### config.mk
export PLATFORM = sky130hd
export DESIGN_NAME = wb_port_arbiter
export DESIGN_NICKNAME = d
export VERILOG_FILES = /design/src/rtl/wb_port_arbiter_pkg.sv /design/src/rtl/wb_port_arbiter_fifo.sv /design/src/rtl/wb_port_arbiter.sv
export SDC_FILE = /design/constraint.sdc
export NUM_CORES = 1
export LEC_CHECK = 0
export CAP_MARGIN = 10
export CORE_ASPECT_RATIO = 1.1
export CORE_UTILIZATION = 40
export DETAILED_ROUTE_END_ITERATION = 8
export PLACE_DENSITY = 0.71
export SLEW_MARGIN = 15
export SYNTH_ARGS = -nofsm -noshare
export SYNTH_HDL_FRONTEND = slang
export SYNTH_HIERARCHICAL = 1
export SYNTH_SLANG_ARGS = --single-unit
### constraint.sdc
create_clock -name clk -period 3.2 [get_ports clk]
set_input_delay 0.64 -clock clk [delete_from_list [all_inputs] [get_ports clk]]
set_output_delay 0.64 -clock clk [all_outputs]
set_load 0.02 [all_outputs]
### src/rtl/wb_port_arbiter_pkg.sv
// Shared types and constants for the register-file write-port arbiter.
package wb_port_arbiter_pkg;

  localparam int REG_W  = 5;
  localparam int DATA_W = 32;
  localparam logic [REG_W-1:0] REG_ZERO = 5'd0;

  // One pending register-file write: destination register and value.
  typedef struct packed {
    logic [REG_W-1:0]  wreg;
    logic [DATA_W-1:0] data;
  } wr_req_t;

endpackage

### src/rtl/wb_port_arbiter_fifo.sv
// wbarb_fifo: DEPTH-entry circular buffer of pending mul/div results.
// A per-entry valid bit lets the hazard query ignore stale slots.
module wbarb_fifo
  import wb_port_arbiter_pkg::*;
#(
  parameter int DEPTH = 2
) (
  input  logic              clk,
  input  logic              rst_n,
  input  logic              push,
  input  logic [REG_W-1:0]  push_reg,
  input  logic [DATA_W-1:0] push_data,
  input  logic              pop,
  output logic [REG_W-1:0]  head_reg,
  output logic [DATA_W-1:0] head_data,
  output logic              empty,
  output logic              full,
  input  logic [REG_W-1:0]  q_reg,
  output logic              q_pend
);

  localparam int AW = (DEPTH > 1) ? $clog2(DEPTH) : 1;

  wr_req_t          mem [DEPTH];
  logic [DEPTH-1:0] vld;
  logic [AW-1:0]    wptr;
  logic [AW-1:0]    rptr;
  logic [AW:0]      count;

  // Pointers wrap naturally because DEPTH is a power of two.
  always_ff @(posedge clk) begin
    if (!rst_n) begin
      wptr  <= '0;
      rptr  <= '0;
      count <= '0;
      vld   <= '0;
    end else begin
      if (push) begin
        mem[wptr] <= '{wreg: push_reg, data: push_data};
        vld[wptr] <= 1'b1;
        wptr      <= wptr + 1'b1;
      end
      if (pop) begin
        vld[rptr] <= 1'b0;
        rptr      <= rptr + 1'b1;
      end
      case ({push, pop})
        2'b10:   count <= count + 1'b1;
        2'b01:   count <= count - 1'b1;
        default: count <= count;
      endcase
    end
  end

  assign empty     = (count == '0);
  assign full      = (count == (AW+1)'(DEPTH));
  assign head_reg  = mem[rptr].wreg;
  assign head_data = mem[rptr].data;

  // Hazard match over live entries only; r0 never counts as pending.
  always_comb begin
    q_pend = 1'b0;
    for (int i = 0; i < DEPTH; i++) begin
      if (vld[i] && (mem[i].wreg == q_reg)) q_pend = 1'b1;
    end
    if (q_reg == REG_ZERO) q_pend = 1'b0;
  end

endmodule

### src/rtl/wb_port_arbiter.sv
// wb_port_arbiter: shares the register-file write port between the pipeline
// WB stage and a buffered multi-cycle mul/div result stream. The pipeline
// wins by default; a starve counter forces a one-cycle stall so buffered
// results cannot wait forever.
// Optional macro WBARB_BYPASS_EN: when nothing else wants the port, an md
// result is written straight through in the same cycle instead of buffered.
module wb_port_arbiter
  import wb_port_arbiter_pkg::*;
#(
  parameter int DEPTH        = 2,
  parameter int STARVE_LIMIT = 4
) (
  input  logic              clk,
  input  logic              rst_n,
  input  logic              wb_valid,
  input  logic [REG_W-1:0]  wb_reg,
  input  logic [DATA_W-1:0] wb_data,
  input  logic              md_valid,
  input  logic [REG_W-1:0]  md_reg,
  input  logic [DATA_W-1:0] md_data,
  output logic              md_ready,
  output logic              rf_we,
  output logic [REG_W-1:0]  rf_waddr,
  output logic [DATA_W-1:0] rf_wdata,
  output logic              wb_stall,
  input  logic [REG_W-1:0]  q_reg,
  output logic              q_pend
);

  logic              empty;
  logic              full;
  logic              push;
  logic              pop;
  logic              grant_wb;
  logic              bypass;
  logic              fifo_q_pend;
  logic [REG_W-1:0]  head_reg;
  logic [DATA_W-1:0] head_data;
  logic [3:0]        starve_cnt;

  assign md_ready = rst_n && !full;
  assign grant_wb = rst_n && !wb_stall && wb_valid;
  assign pop      = rst_n && !empty && !grant_wb;

`ifdef WBARB_BYPASS_EN
  assign bypass = rst_n && empty && !wb_valid && !wb_stall && md_valid
                  && (md_reg != REG_ZERO);
`else
  assign bypass = 1'b0;
`endif

  // r0 results complete the handshake but are dropped here.
  assign push = md_valid && md_ready && (md_reg != REG_ZERO) && !bypass;

  wbarb_fifo #(.DEPTH(DEPTH)) u_fifo (
    .clk       (clk),
    .rst_n     (rst_n),
    .push      (push),
    .push_reg  (md_reg),
    .push_data (md_data),
    .pop       (pop),
    .head_reg  (head_reg),
    .head_data (head_data),
    .empty     (empty),
    .full      (full),
    .q_reg     (q_reg),
    .q_pend    (fifo_q_pend)
  );

  assign q_pend = rst_n && fifo_q_pend;

  // Write-port mux: WB stage, then buffer head, then bypass, else idle.
  always_comb begin
    rf_we    = 1'b0;
    rf_waddr = REG_ZERO;
    rf_wdata = '0;
    if (grant_wb) begin
      rf_we    = (wb_reg != REG_ZERO);
      rf_waddr = wb_reg;
      rf_wdata = wb_data;
    end else if (pop) begin
      rf_we    = 1'b1;
      rf_waddr = head_reg;
      rf_wdata = head_data;
    end else if (bypass) begin
      rf_we    = 1'b1;
      rf_waddr = md_reg;
      rf_wdata = md_data;
    end
  end

  // Starve counter: a stall fires only when the buffer stays non-empty, so
  // the stall cycle always has a head entry to drain.
  always_ff @(posedge clk) begin
    if (!rst_n) begin
      starve_cnt <= '0;
      wb_stall   <= 1'b0;
    end else begin
      wb_stall <= 1'b0;
      if (empty || pop) begin
        starve_cnt <= '0;
      end else if (starve_cnt == 4'(STARVE_LIMIT - 1)) begin
        starve_cnt <= '0;
        wb_stall   <= 1'b1;
      end else begin
        starve_cnt <= starve_cnt + 1'b1;
      end
    end
  end

endmodule

==> metrics <==
H-tree depth=3; hpwl dp=5.711 mm; most frequent cells after synthesis=edfxtp_1 (74), mux2_2 (38), a22o_1 (37); share of cells above drive strength 1=19.15%; Critical Path, Cell by Cell=clkdlybuf4s50_1 > nor2b_4 > nor3b_4 > buf_12 > a22o_1 > clkdlybuf4s50_1; power share of the sequential group=50.7%; Critical-path top delay cell=clkdlybuf4s50_1; port bufs=123; Rel. slew slack=77.41%; drt total wl=a little under 8 mm; Crit Path Max Fanout=24; Fmax=around 0.32 GHz; number of max-cap violations=0; GRT Overall Usage=17.29%; starting density of the core=a little over two fifths; WP data arrival=roughly 2500 ps; buffer depth of the longest clock path=2; Cell Pwr Density=457.9 nW/um^2; Setup Skew=6.887 ps; worst skew pair latency=340 ps; Slew @ Worst Pin=338.8 ps; register area share after synthesis=65.89%; crit start category=primary input; P_leak=~1.9 nW; Final setup viols=0; full die area=approximately 9700 um^2; top cell type's share of synthesized area=approximately three fifths; Avg Vias per Cell=5.041; CP max stage delay=610 ps; row count=36; post-synthesis cell type count=33; gr ovfl total=0; syn_area_per_cell=15.84 um^2; number of synthesized flops with an enable pin=74; Sum Neg Setup Slack=0 ps; ANT cells=0; clk sinks=86; Worst-path clk slew=80 ps; HP Class=reg2reg; Via Count=~2.5k; dominant synthesized flop cell=edfxtp_1; I/O pin cnt=approximately 120; CP top delay family=buffers and inverters; CTS tree=yes; Final Critical Period=3118 ps; final worst slack=a little over 80 ps; final estimated routing congestion in global placement=0.7725; most frequent cell after synthesis=edfxtp_1; unrepaired setup endpoints after global routing=false; Max Slew Vio Count=0; Post-Syn Area=3737 um^2; Worst Setup End Kind=output pin; Root Driver=clkbuf_8; internal power=about 1.9 mW; Remaining DRCs=0; async set-or-reset flop fraction in the synthesized netlist=0%; Clk pwr share=32.3%; Crit Path Class=in2out; Peak VDD IR=260.2 uV; Sw Pwr=about 0.56 mW; antenna violations before repair=1; Antenna Violating Nets Remaining=0; largest net degree at the start of global routing=28; vias in the first global route=2,619; synth warn=6; dpl ws=-122.3 ps; Num CTS Buffers=9; initial drt markers=80; Worst path most repeated cell=clkdlybuf4s50_1; post-layout net count=~460; WP buf/inv=3; syn_nets=about 320; Die W=94.16 um; dominant cell type by area after synthesis=edfxtp_1; Mapped Cells=approximately 240; Hold Fails Final Rpt=0; routed len/inst=16.05 um; DR pass1 iterations=4; Area Overhead vs Synth=45.40%; Core Box Area=8964 um^2; status=complete, no violations; Required @ worst endpoint=2560 ps; period utilization=97.43%; sw frac=about 22%; first-pass GRT wire length=12.42 mm; synth top area cells=edfxtp_1 (59%), mux2_2 (11%), a22o_1 (8.7%); die height=103.4 um; Combinational Power Share=17.0%; Seq cells post-synth=86
## per-layer routing
layer / up-vias / track usage (%) / routed length [um]
met5: - / 0 / 0
met4: 0 / 8.047 / 177
met3: 14 / 3.655 / 416
met2: 79 / 32.27 / 4123
met1: 1178 / 18.66 / 3149
li1: 1199 / - / -
## cells in the final DEF, fill, tap and decap left out, types with 6 or more instances in the layout
cell,count
buf_4,6
buf_12,7
a22o_1,37
edfxtp_1,74
clkdlybuf4s50_1,121
clkbuf_8,9
mux2_2,38
nor2_1,6
dfxtp_1,11
xor2_1,10
## final cells by class
type / count / area [um^2]
clock inverters: 7 / 88.84
inverters: 2 / 7.507
clock buffers: 9 / 123.9
flip-flops and latches: 86 / 2464
repair buffers: 136 / 1418
well taps: 114 / 142.6
fillers: 715 / 3530
multi-input cells: 136 / 1190
## state kept, by name (all words and copies together), names as in the netlist, named ones only
name / count
u_fifo/wptr: 1
wb_stall: 1
u_fifo/mem: 74
u_fifo/vld: 2
u_fifo/rptr: 1
starve_cnt: 4
u_fifo/count: 2
## power by group through the flow
stage               logic, mW  clock network (mW)  registers [mW]
CTS                     0.429               0.829            1.26
detailed placement      0.426                   0            1.29
global route            0.453               0.858            1.27
global placement        0.420                   0            1.29
finish                  0.423               0.804            1.26
floorplan               0.202                   0            1.28
## worst reg2reg max path: cells and delay by family (launching register included)
kind,cells,cell delay [ps]
flip-flops,1,400
AND/OR/NAND/NOR,4,840
adder cells (fa/ha/maj),1,350
AO/OA/AOI/OAI,2,430
buffers and inverters,1,110
## final timing paths
check,startpoint,endpoint,slack [ps],cells past startpoint
worst min-delay path,starve_cnt[0],starve_cnt[0],470,1
worst max-delay path,wb_valid,rf_wdata[13],80,6
worst max register to register,u_fifo/count[0],u_fifo/count[1],1010,8
worst min register to register,starve_cnt[0],starve_cnt[0],470,1
## timing repair
action / in CTS / in global routing
setup endpoints to repair: 1 / 1
gates cloned: 0 / 0
gates resized for setup: 1 / 1
buffers inserted: 0 / 0
hold buffers: 0 / 0
## kinds of logic after synthesis
family	synth area share [%]
AO/OA/AOI/OAI	10.18
XOR/XNOR	3.281
adder cells (fa/ha/maj)	0.6695
buffers and inverters	2.511
flip-flops	65.89
multiplexers	11.45
AND/OR/NAND/NOR	6.026
## stage by stage
stage / cells / area (um^2) / util, % / total power [mW] / hold WS, ps
global route: 490 / 5434 / 60.62 / 2.578 / 499.8
global placement: 474 / 5220 / 58.24 / 1.706 / 448.5
finish: 490 / 5434 / 60.62 / 2.488 / 466.5
floorplan: 236 / 3740 / - / 1.486 / 431.9
detailed placement: 474 / 5220 / 58.24 / 1.714 / 456.9
CTS: 490 / 5431 / 60.59 / 2.520 / 470.1
(Power assumes the default switching activity.)
